==> config.mk <==
export PLATFORM = sky130hd
export DESIGN_NAME = fft_sequencer
export DESIGN_NICKNAME = d
export VERILOG_FILES = /design/src/rtl/fft_pkg.sv /design/src/rtl/fft_delay_line.sv /design/src/rtl/fft_sequencer.sv
export SDC_FILE = /design/constraint.sdc
export NUM_CORES = 1
export LEC_CHECK = 0
export CAP_MARGIN = 15
export CORE_MARGIN = 2
export CORE_UTILIZATION = 45
export DETAILED_ROUTE_END_ITERATION = 6
export PLACE_DENSITY = 0.75
export SLEW_MARGIN = 10
export SYNTH_ARGS = -nofsm -noshare
export SYNTH_HDL_FRONTEND = slang
export SYNTH_SLANG_ARGS = --single-unit
==> constraint.sdc <==
create_clock -name clk -period 1.8 [get_ports clk]
set_clock_uncertainty 0.1 [all_clocks]
set_input_delay 0.18 -clock clk [delete_from_list [all_inputs] [get_ports clk]]
set_output_delay 0.18 -clock clk [all_outputs]
set_load 0.05 [all_outputs]
==> src/rtl/fft_pkg.sv <==
// Constants and FSM encoding shared by the FFT sequencer, the AGU and their benches.
package fft_pkg;

  localparam int N       = 32;
  localparam int LOG2N   = $clog2(N);
  localparam int STAGE_W = $clog2(LOG2N);
  localparam int PAIR_W  = $clog2(N / 2);

  typedef enum logic [1:0] {
    IDLE  = 2'd0,
    RUN   = 2'd1,
    DRAIN = 2'd2,
    DONE  = 2'd3
  } state_t;

endpackage

==> src/rtl/fft_delay_line.sv <==
// Synchronous-reset shift register that aligns a bus by DEPTH cycles; DEPTH=0 is a wire.
module fft_delay_line #(
  parameter int WIDTH = 1,
  parameter int DEPTH = 1
) (
  input  logic             clk,
  input  logic             reset,
  input  logic [WIDTH-1:0] din,
  output logic [WIDTH-1:0] dout
);

  generate
    if (DEPTH == 0) begin : g_bypass
      // Clock and reset are intentionally unused when there is nothing to store.
      logic unused_ok;
      assign unused_ok = ^{clk, reset};
      assign dout      = din;
    end else begin : g_shift
      logic [WIDTH-1:0] pipe [DEPTH];

      // NOTE: the storage is reset on purpose, so a stale strobe never emerges after a reset.
      always_ff @(posedge clk) begin
        if (reset) begin
          for (int i = 0; i < DEPTH; i++) pipe[i] <= '0;
        end else begin
          pipe[0] <= din;
          for (int i = 1; i < DEPTH; i++) pipe[i] <= pipe[i-1];
        end
      end

      assign dout = pipe[DEPTH-1];
    end
  endgenerate

endmodule

==> src/rtl/fft_sequencer.sv <==
// Radix-2 FFT stage/pair sequencer: issues reads, aligns write-back strobes, drains between stages.
module fft_sequencer #(
  parameter  int N            = fft_pkg::N,
  parameter  int BFLY_LATENCY = 4,
  localparam int LOG2N        = $clog2(N),
  localparam int STAGE_W      = $clog2(LOG2N),
  localparam int PAIR_W       = $clog2(N / 2)
) (
  input  logic               clk,
  input  logic               reset,
  input  logic               start,
  output logic [STAGE_W-1:0] stage,
  output logic [PAIR_W-1:0]  pair_id,
  output logic               rd_en,
  output logic               wr_en,
  output logic [STAGE_W-1:0] wr_stage,
  output logic [PAIR_W-1:0]  wr_pair_id,
  output logic               busy,
  output logic               done
);

  localparam int DLY_W = 1 + STAGE_W + PAIR_W;
  localparam logic [PAIR_W-1:0]  PAIR_LAST  = PAIR_W'(N / 2 - 1);
  localparam logic [STAGE_W-1:0] STAGE_LAST = STAGE_W'(LOG2N - 1);
  localparam logic [3:0]         DRAIN_LAST = (BFLY_LATENCY > 0) ? 4'(BFLY_LATENCY - 1) : 4'd0;

  fft_pkg::state_t  state;
  logic [3:0]       drain_cnt;
  logic [DLY_W-1:0] wr_bus;

  // NOTE: all state and outputs here are flops, so every assignment is non-blocking.
  always_ff @(posedge clk) begin
    if (reset) begin
      state     <= fft_pkg::IDLE;
      stage     <= '0;
      pair_id   <= '0;
      rd_en     <= 1'b0;
      busy      <= 1'b0;
      done      <= 1'b0;
      drain_cnt <= '0;
    end else begin
      done <= 1'b0;
      case (state)
        fft_pkg::IDLE: begin
          if (start) begin
            state   <= fft_pkg::RUN;
            rd_en   <= 1'b1;
            busy    <= 1'b1;
            stage   <= '0;
            pair_id <= '0;
          end
        end
        fft_pkg::RUN: begin
          if (pair_id != PAIR_LAST) begin
            pair_id <= pair_id + 1'b1;
          end else if (BFLY_LATENCY > 0) begin
            state     <= fft_pkg::DRAIN;
            rd_en     <= 1'b0;
            drain_cnt <= '0;
          end else if (stage != STAGE_LAST) begin
            stage   <= stage + 1'b1;
            pair_id <= '0;
          end else begin
            state   <= fft_pkg::DONE;
            rd_en   <= 1'b0;
            done    <= 1'b1;
            stage   <= '0;
            pair_id <= '0;
          end
        end
        fft_pkg::DRAIN: begin
          // Stage and pair hold here so the AGU sees a stable address during the gap.
          if (drain_cnt != DRAIN_LAST) begin
            drain_cnt <= drain_cnt + 1'b1;
          end else if (stage != STAGE_LAST) begin
            state   <= fft_pkg::RUN;
            rd_en   <= 1'b1;
            stage   <= stage + 1'b1;
            pair_id <= '0;
          end else begin
            state   <= fft_pkg::DONE;
            done    <= 1'b1;
            stage   <= '0;
            pair_id <= '0;
          end
        end
        fft_pkg::DONE: begin
          state <= fft_pkg::IDLE;
          busy  <= 1'b0;
        end
        default: state <= fft_pkg::IDLE;
      endcase
    end
  end

  fft_delay_line #(
    .WIDTH (DLY_W),
    .DEPTH (BFLY_LATENCY)
  ) u_wr_align (
    .clk   (clk),
    .reset (reset),
    .din   ({rd_en, stage, pair_id}),
    .dout  (wr_bus)
  );

  assign {wr_en, wr_stage, wr_pair_id} = wr_bus;

endmodule

# --- Word level (Yosys, flattened, before mapping) ---
# Memory sizes are Yosys's and may differ from the RTL's.
# Cells that the tools add are included.
word_totals:
  mem_bits_rw: 32
  inputBits: 3
  out_inout_bits: 18
  n_memories: 1
  register_bits: 16
  elab_cells: 70
op_classes:
  n_mux: 30
  reduce_logical: 12
  eq_ne: 12
  n_bitwise: 5
  n_addsub: 3
mem_list:
  columns: ["name", "depth", "width", "read_ports", "rd_ports_with_merged_regs", "wr", "line", "rtl"]
  rows:
  - ["u_wr_align.g_shift.pipe", 4, 8, 4, 0, 4, "fft_delay_line.sv:19", "logic [WIDTH-1:0] pipe [DEPTH];"]
ops:
  columns: ["operator", "count"]
  rows:
  - ["8-bit 2-to-1 mux", 4]
  - ["4-bit 2-to-1 mux", 5]
  - ["2-bit != test, second input constant", 6]
  - ["4-bit one-hot mux with 3 select lines", 1]
  - ["3-bit 2-to-1 mux", 3]
  - ["3-bit AND reduction", 3]
  - ["4-bit by 1-bit adder with 4-bit output, second input constant", 2]
  - ["1-bit 2-to-1 mux", 8]
  - ["2-bit 2-to-1 mux", 4]
  - ["2-bit one-hot mux with 4 select lines", 1]
  - ["4-bit one-hot mux with 2 select lines", 1]
  - ["3-bit one-hot mux with 2 select lines", 1]
  - ["2-bit nonzero test", 3]
  - ["5-bit AND reduction", 1]
  - ["2-bit == test, second input constant", 2]
  - ["4-bit by 2-bit != test with 1-bit output, second input constant", 1]
  - ["4-bit != test, second input constant", 1]
  - ["1-bit bitwise OR", 4]
  - ["4-bit AND reduction", 1]
  - ["3-bit by 1-bit adder with 3-bit output, second input constant", 1]
  - ["3-bit != test, second input constant", 1]
  - ["1-bit one-hot mux with 3 select lines", 1]
  - ["3-bit nonzero test", 1]
  - ["3-bit OR reduction", 1]
  - ["5 further kinds", 5]

# --- Depth between registers and ports, before layout ---
# Gate-level depths: netlist of run 1.
logic_depth:
  depth_word: 4
  ltp_mapped: 6
  mapped_depth_nobuf: 6

# --- By module ---
# Synthesis of run 1 repeated with hierarchy kept, for this count alone.
unflattened:
  hier_cells: 157
  area_unflattened_um2: 1667.8
by_module_without_submodules:
  columns: ["mod", "cells_per_inst", "seq_area_each_um2", "instances", "area_each_um2"]
  rows:
  - ["fft_delay_line", 67, 640.6, 1, 863.3]
  - ["fft_sequencer", 90, 320.3, 1, 804.5]

# --- Worst setup path before layout of run 1 ---
# OpenSTA, ideal clock, no wires.
synth_timing:
  path_type: "reg2reg"
  start: "reg pair_id[1]"
  end: "reg pair_id[3]"
  stages_incl_launch_ff: 6
  setup_slack_ns: 0.049
  arrival_time_ns: 1.531
  path_buffers: 0
  synth_period_minus_slack_ns: 1.751
  required_time_ns: 1.580
  setup_ns: 0.120
  cell_sequence: "dfxtp_1 -> ha_1 -> and3_1 -> nor3_1 -> and3_1 -> a211o_1"
synth_between:
  elab_chain_cells: 3
  elab_cells_between_ends: 6
  cone_classes: "add/sub (1); eq/ne (2); mux (2); reduce/logical (1)"
synth_rtl:
  columns: ["element", "line", "rtl"]
  rows:
  - ["start, declared", "fft_sequencer.sv:13", "output logic [PAIR_W-1:0] pair_id,"]
  - ["start signal, assigned", "fft_sequencer.sv:55", "pair_id <= pair_id + 1'b1;"]
  - ["4-bit by 1-bit adder with 4-bit output or 4-bit != test (tied branches)", "fft_sequencer.sv:55, fft_sequencer.sv:54", null]
  - ["4-bit 2-to-1 mux or 2-bit != test (tied branches)", null, null]
  - ["4-bit one-hot mux with 3 select lines or 4-bit AND reduction (tied branches)", null, null]
# Parallel ways exist; a longest one is shown, timed or not. The select of a mux whose other input is x is not followed.
# A chain may end at the register's enable or synchronous reset.

# --- Worst setup path in the final report of run 1 ---
layout_timing:
  start: "reg drain_cnt[0]"
  end: "reg stage[2]"
layout_between:
  elab_chain_cells: 3
layout_rtl:
  columns: ["element", "line", "rtl"]
  rows:
  - ["start, declared", "fft_sequencer.sv:28", "logic [3:0] drain_cnt;"]
  - ["start signal, assigned", "fft_sequencer.sv:74", "drain_cnt <= drain_cnt + 1'b1;"]
  - ["4-bit by 2-bit != test with 1-bit output", "fft_sequencer.sv:73", "if (drain_cnt != DRAIN_LAST) begin"]
  - ["2-bit != test (no line)", null, null]
  - ["3-bit AND reduction (no line)", null, null]
  - ["end signal, assigned", "fft_sequencer.sv:61", "stage <= stage + 1'b1;"]
  - ["end signal, assigned", "fft_sequencer.sv:78", "stage <= stage + 1'b1;"]
  - ["end, declared", "fft_sequencer.sv:12", "output logic [STAGE_W-1:0] stage,"]
# No other way between the ends.

==> metrics.md, run 1 <==
| Metric | Value |
|---|---|
| Detailed-route wire length per cell | `approximately 11 um` |
| Reg2reg start | `drain_cnt[0]$_SDFFE_PP0P_` |
| Combinational share of power | `6.3%` |
| Die ar. | `0.00412 mm^2` |
| Hold buffers post-CTS | `0` |
| Reg-to-reg slack, setup | `0.20 ns` |
| Sw Pwr | `roughly 0.38 mW` |
| Ys Warns | `0` |
| Top_reg_cell synth | `dfxtp_1` |
| Avg Vias per Cell | `4.87` |
| Initial DRC count | `27` |
| Die X | `64.2 um` |
| Status | `completed` |
| Max-slew headroom | `66.1%` |
| H-Tree Depth | `2` |
| Post-synth EDFFs | `0` |
| GPL Wtd Cong | `0.800` |
| Most frequent cells after synthesis | `48 x dfxtp_1, 30 x nor2b_1, 9 x nor2_1` |
| FF-to-FF path depth | `4` |
| Final cell count without fillers | `226` |
| Post-Syn Nets | `163` |
| Placed Cells incl. Taps | `around 220` |
| Final ANT Viol Nets | `0` |
| Final Hold Fails | `0` |
| Clock Power Share | `27.5%` |
| Ports | `21` |
| CP top delay family | `compound AO/OA/AOI/OAI gates` |
| Worst hold start | `u_wr_align.g_shift.pipe[0][4]$_SDFF_PP0_` |
| Max FO, Critical Path | `5` |
| Post-synthesis sequential area ratio | `58.9%` |
| PwrDens | `between 800 and 900 mW/mm^2` |
| Total Power | `approximately 1.6 mW` |
| Largest net degree at the start of global routing | `16` |
| Total GRT Usage | `between 10% and 20%` |
| Total core area | `0.00342 mm^2` |
| Top cells by area, synth | `dfxtp_1 59%, nor2b_1 12%, ha_1 3.1%` |
| Startpoint Class | `flip-flop` |
| Nets@finish | `187` |
| Synth cell types | `36` |
| Global-route wire length before repair | `4.27 mm` |
| Post-Syn Area | `0.00163 mm^2` |
| Initial core utilization | `47.8%` |
| Vias | `roughly 1100` |
| Top cell type's share of synthesized area | `58.9%` |
| Max cap viols | `0` |
| Worst Path Arrival | `roughly 1.8 ns` |
| Slew Limit Fails | `0` |
| Area grow syn2layout | `18.4%` |
| Die Y | `about 64 um` |
| Fin Setup TNS | `0 ns` |
| FP Rows | `21` |
| Worst setup path class | `reg -> reg` |
| Most common cell in the netlist | `dfxtp_1` |
| Critical R2R Capture | `stage[2]$_SDFFE_PP0P_` |
| Critical path, cell by cell | `ha_1, nor3b_1, a31oi_1, a311oi_1` |
| Worst path required time | `1.96 ns` |
| # port buffers | `20` |
| Drt pass-1 iters | `4` |
| Unrepaired setup endpoints after global routing | `false` |
| WL final | `2.53 mm` |
| F_max | `around 630 MHz` |
| Worst path slowest cell | `dfxtp_1` |
| Fin crit share | `88.7%` |
| Buffer and inverter count on the worst path | `0` |
| Peak VDD IR | `555 uV` |
| Initial antenna violation count | `0` |
| Clk_lat worst skew | `0.35 ns` |
| Sw Share | `23.3%` |
| Final Critical Period | `1.60 ns` |
| CTS Buf Count | `5` |
| Clock-pin slew on the worst setup and hold paths | `between 0.1 and 0.15 ns` |
| CTS root buf | `clkbuf_4` |
| Final setup fails | `0` |
| Drc violations | `0` |
| Postcts setup bufs | `0` |
| Internal power | `1.26 mW` |
| Post-synth top area cell | `dfxtp_1` |
| Cells after synthesis | `156` |
| Worst Setup End Kind | `flip-flop` |
| Flops & latches, synth | `between 40 and 50` |
| Synth Area per Inst | `10.5 um^2` |
| Async S/R FF share, synth | `0%` |
| Seq pwr share | `66.2%` |
| Least-Margin Pin Slew | `roughly 0.51 ns` |
| Clk buf depth | `2` |
| Hold Crit Depth | `1` |
| Hpwl dp | `1.79 mm` |
| Lkg Pwr | `0.918 nW` |
| Hold Path Class | `reg -> reg` |
| Vias in the first global route | `1043` |
| Clock sink total | `48` |
| Diodes inserted | `0` |
| CP peak stage delay | `0.40 ns` |
| Layout cells sized above 1 | `12.8%` |
| Hold-critical path endpoint | `u_wr_align.g_shift.pipe[1][4]$_SDFF_PP0_` |
| GRT overflow | `0` |
| CTS tree | `done` |
==> registers in the layout, summed over array words and instances, names as in the netlist <==
register and flops:
done 1, state 2, pair_id 4, u_wr_align.g_shift.pipe 32, drain_cnt 4, busy 1, rd_en 1, stage 3
==> worst reg2reg max path, delay by kind of cell (launching register included) <==
family                   cells  cell delay (ns)
AO/OA/AOI/OAI                2             0.42
flip-flops                   1             0.40
AND/OR/NAND/NOR              1             0.34
adder cells (fa/ha/maj)      1             0.24
==> metal layers <==
| metal | track usage, % | wire [um] | vias to the layer above |
|---|---|---|---|
| li1 | - | - | 575 |
| met1 | 14.9 | 1140 | 491 |
| met2 | 21.1 | 1170 | 28 |
| met3 | 7.04 | 151 | 7 |
| met4 | 9.31 | 70 | 0 |
| met5 | 0 | 0 | - |
==> power by group through the flow <==
stage	clock network [mW]	registers (mW)	logic, mW
global placement	0	1.11	0.103
CTS	0.466	1.09	0.104
detailed placement	0	1.11	0.105
global route	0.521	1.09	0.112
floorplan	0	1.13	0.0475
finish	0.451	1.09	0.104
==> metrics by stage <==
stage	worst slack [ns]	hold WS, ns	instance area (um^2)	utilization [%]
2_1_floorplan	0.0489	0.163	1630	-
3_3_place_gp	0.217	0.316	1860	54.5
3_5_place_dp	0.180	0.321	1860	54.5
4_1_cts	0.0183	0.351	1910	55.9
5_1_grt	0.0347	0.359	1930	56.6
6_report	0.204	0.348	1930	56.6
==> cells by family after synthesis <==
| logic type | count (synthesis) | share of synthesized area (%) |
|---|---|---|
| buf+inv | 11 | 3.30 |
| simple gates | 73 | 26.4 |
| compound gates | 20 | 8.36 |
| flops | 48 | 58.9 |
| fa+ha+maj | 4 | 3.07 |
==> how the worst max path moves through the flow <==
| stage | start | endpoint | slack [ns] | cells past startpoint |
|---|---|---|---|---|
| 3_5_place_dp | reset | pair_id[3]$_SDFFE_PP0P_ | 0.18 | 4 |
| 2_1_floorplan | pair_id[1]$_SDFFE_PP0P_ | pair_id[3]$_SDFFE_PP0P_ | 0.05 | 5 |
| 4_1_cts | u_wr_align.g_shift.pipe[3][7]$_SDFF_PP0_ | wr_en | 0.02 | 1 |
| 5_1_grt | drain_cnt[0]$_SDFFE_PP0P_ | stage[2]$_SDFFE_PP0P_ | 0.03 | 4 |
| 3_3_place_gp | reset | pair_id[3]$_SDFFE_PP0P_ | 0.22 | 4 |
| 6_report | drain_cnt[0]$_SDFFE_PP0P_ | stage[2]$_SDFFE_PP0P_ | 0.20 | 4 |
==> what timing repair did <==
item | CTS | global route
endpoints found under the setup margin | 1 | 9
resized for setup | 1 | 9
cloned | 0 | 0
==> final cells by class <==
cell class | instances | area [um^2]
fill | 304 | 1480
clock inverter | 2 | 12.5
clock buffer | 5 | 37.5
sequential | 48 | 961
inverter | 4 | 15.0
timing repair buffer | 24 | 231
multi-input combinational | 97 | 617
tap | 46 | 57.6
==> cell usage in the layout, fill, tap and decap left out <==
master,Yosys,final
clkdlybuf4s50_1,0,2
nand3_1,6,6
ha_1,4,4
nor2_1,9,9
buf_4,1,12
or2_1,1,1
a21oi_2,1,1
dlymetal6s2s_1,0,9
o32ai_1,1,1
dfxtp_1,48,48
nand4_1,2,2
or3b_1,1,1
a311oi_1,1,1
clkinvlp_4,0,1
o31ai_1,1,1
clkinv_2,0,1
and3_1,2,2
nor3b_1,1,1
a2bb2oi_1,1,1
and3_4,1,1
inv_1,3,3
a31oi_1,3,3
nor2b_1,30,30
nand4b_1,2,2
nor4_1,1,1
nand2b_4,1,1
a211o_1,1,1
o21ai_1,1,1
inv_2,1,1
dlygate4sd2_1,0,1
nand4bb_1,1,1
nor3_1,3,3
nand2_1,8,8
a21oi_1,7,7
a22o_1,3,3
clkbuf_4,0,5
nand2b_1,3,3
and2b_1,1,1
No activity file was read; power rests on OpenSTA's default activity.
==> run 2: changes to the inputs <==
--- a/config.mk
+++ b/config.mk
@@ -10,6 +10,7 @@
 export CORE_UTILIZATION = 45
 export DETAILED_ROUTE_END_ITERATION = 6
 export PLACE_DENSITY = 0.75
+export REMOVE_ABC_BUFFERS = 1
 export SLEW_MARGIN = 10
 export SYNTH_ARGS = -nofsm -noshare
 export SYNTH_HDL_FRONTEND = slang
==> run 2 against run 1 <==
  * Cell count stayed put
  * Non-clock buffer count stayed put
  * First-iteration DRC count is 110% higher
  * Fmax is 8.3% lower
  * Die area stayed put
  * Combinational power about the same
  * Design area shrank 0.84%
  * Flip-flop and latch count unchanged
==> metrics.md, run 2 (same netlist as run 1, synthesis figures left out) <==
| Metric | Value |
|---|---|
| Status | `completed` |
| Fin crit share | `96.7% (+8.0 points)` |
| Sw Pwr | `0.373 mW (-2.4%)` |
| CTS root buf | `clkbuf_4` |
| Area grow syn2layout | `17.4%` |
| GRT overflow | `0 (unchanged)` |
| Worst Setup End Kind | `output pin` |
| Die ar. | `0.00412 mm^2 (unchanged)` |
| Vias | `1118 (+1.5%)` |
| Total core area | `0.00342 mm^2 (unchanged)` |
| FP Rows | `21 (unchanged)` |
| Top Registers | `u_wr_align.g_shift.pipe (32), drain_cnt (4), pair_id (4)` |
| Max cap viols | `0 (unchanged)` |
| Avg Vias per Cell | `4.95 (+1.5%)` |
| Clock sink total | `48 (unchanged)` |
| H-Tree Depth | `2 (unchanged)` |
| Worst hold start | `u_wr_align.g_shift.pipe[2][4]$_SDFF_PP0_` |
| Vias in the first global route | `1054 (+1.1%)` |
| Postcts setup bufs | `0 (unchanged)` |
| Area taken by flip-flops and latches | `961 um^2 (unchanged)` |
| Global-route wire length before repair | `4.40 mm (+2.9%)` |
| Startpoint Class | `flip-flop` |
| Hold Slack | `0.349 ns (+0.000508 ns)` |
| Unrepaired setup endpoints after global routing | `false` |
| Internal power | `1.26 mW (+0.15%)` |
| Drt pass-1 iters | `4 (unchanged)` |
| CTS tree | `done` |
| Setup crit start | `done$_SDFF_PP0_` |
| Initial antenna violation count | `0 (unchanged)` |
| Seq pwr share | `66.5% (+0.3 points)` |
| Fin Setup TNS | `0 ns (unchanged)` |
| Max reg flops | `32 (unchanged)` |
| Worst setup path class | `reg -> out` |
| Least-Margin Pin Slew | `0.505 ns (-0.00349 ns)` |
| Clock Power Share | `27.1% (-0.4 points)` |
| Clk buf depth | `2 (unchanged)` |
| Clock-pin slew on the worst setup and hold paths | `0.13 ns (about the same)` |
| Ports | `21 (unchanged)` |
| Detailed-route wire length per cell | `11.8 um (+5.2%)` |
| Diodes inserted | `0 (unchanged)` |
| Combinational share of power | `6.4% (about the same)` |
| Layout cells sized above 1 | `12.2% (-0.56 points)` |
| Initial core utilization | `47.8% (unchanged)` |
| Slew Limit Fails | `0 (unchanged)` |
| # port buffers | `20 (unchanged)` |
| Commonest non-fill, non-tap cell in the layout | `dfxtp_1` |
| Lkg Pwr | `0.825 nW (-10%)` |
| CP top delay family | `buffers and inverters` |
| Placed Cells incl. Taps | `219 (unchanged)` |
| Max FO, Critical Path | `1 (-4)` |
| F_max | `574 MHz (-8.3%)` |
| Hold Path Class | `reg -> reg` |
| Hpwl dp | `1.84 mm (+3.0%)` |
| Commonest cells after routing, fill and taps aside | `48 x dfxtp_1, 30 x nor2b_1, 12 x buf_4, 9 x nor2_1, 8 x nand2_1` |
| Largest net degree at the start of global routing | `17 (+1)` |
| CTS Buf Count | `5 (unchanged)` |
| Final ANT Viol Nets | `0 (unchanged)` |
| Critical path, cell by cell | `clkdlybuf4s50_1` |
| PwrDens | `853 mW/mm^2 (+0.40%)` |
| Max-slew headroom | `66.3% (+0.23 points)` |
| Final Critical Period | `1.74 ns (+0.145 ns)` |
| FILL cells | `318 (+4.6%)` |
| Reg2reg start | `drain_cnt[0]$_SDFFE_PP0P_` |
| Nets@finish | `187 (unchanged)` |
| WL final | `2.66 mm (+5.2%)` |
| CP peak stage delay | `0.79 ns (+0.39 ns)` |
| Clk_lat worst skew | `0.34 ns (about the same)` |
| Initial DRC count | `57 (+110%)` |
| Sw Share | `22.8% (-0.46 points)` |
| GPL Wtd Cong | `0.854 (+6.7%)` |
| Worst Path Arrival | `1.46 ns (-0.30 ns)` |
| Worst path slowest cell | `clkdlybuf4s50_1` |
| Die Y | `64.2 um (unchanged)` |
| Worst path required time | `1.52 ns (-0.44 ns)` |
| Final cell count without fillers | `226 (unchanged)` |
| Peak VDD IR | `475 uV (-14%)` |
| Die X | `64.2 um (unchanged)` |
| Total GRT Usage | `14.0% (+0.21 points)` |
| Multi-input gate area | `617 um^2 (unchanged)` |
| Reg with most FFs | `u_wr_align.g_shift.pipe` |
| Final Hold Fails | `0 (unchanged)` |
| Drc violations | `0 (unchanged)` |
| Final setup fails | `0 (unchanged)` |
| Buffer and inverter count on the worst path | `1 (+1)` |
==> run 2: routing by layer <==
layer  part of all wire, %  track usage (%)  up-vias
met1                    49             16.4      518
met2                    45             22.0       28
met5                     0                0        -
met3                   4.7             5.46        2
li1                      -                -      570
met4                  0.98             7.71        0
==> run 2: area by class of cell <==
type / instances / area share, %
flip-flops and latches: 48 / 50.2
multi-input cells: 97 / 32.2
repair buffers: 24 / 11.4
clock inverters: 1 / 0.261
inverters: 4 / 0.784
clock buffers: 6 / 2.16
well taps: 46 / 3.00
==> run 2: worst register-to-register path, stage by stage, from the launching register on <==
cell	delay [ns]
dfxtp_1	0.41
ha_1	0.26
nand4bb_1	0.15
and3_4	0.21
nand2b_4	0.15
a211o_1	0.27
==> run 2: power by group through the flow <==
stage,clock network (mW),logic [mW],registers (mW)
CTS,0.464,0.104,1.09
global route,0.506,0.111,1.09
global placement,0,0.104,1.11
finish,0.443,0.104,1.09
detailed placement,0,0.106,1.11
floorplan,0,0.0340,1.13
==> run 2: repair_timing <==
| action | in CTS | in global routing |
|---|---|---|
| hold buffers | 0 | 0 |
| gates resized for setup | 1 | 4 |
| setup endpoints to repair | 1 | 4 |
==> run 2: path summary, 6_finish.rpt <==
check	depth (start not counted)	to	slack, ns
max	1	done	0.06
min	1	u_wr_align.g_shift.pipe[3][4]$_SDFF_PP0_	0.35
max reg2reg	5	pair_id[3]$_SDFFE_PP0P_	0.15
min reg2reg	1	u_wr_align.g_shift.pipe[3][4]$_SDFF_PP0_	0.35
==> run 2: metrics by stage <==
| stage | total power, mW | util, % | instance area [um^2] | worst slack [ns] |
|---|---|---|---|---|
| global placement | 1.21 | 54.5 | 1860 | 0.279 |
| finish | 1.63 | 56.1 | 1920 | 0.0587 |
| CTS | 1.66 | 55.8 | 1910 | 0.0352 |
| detailed placement | 1.22 | 54.5 | 1860 | 0.192 |
| global route | 1.71 | 56.1 | 1920 | 0.00190 |
| floorplan | 1.17 | - | 1590 | 0.0489 |
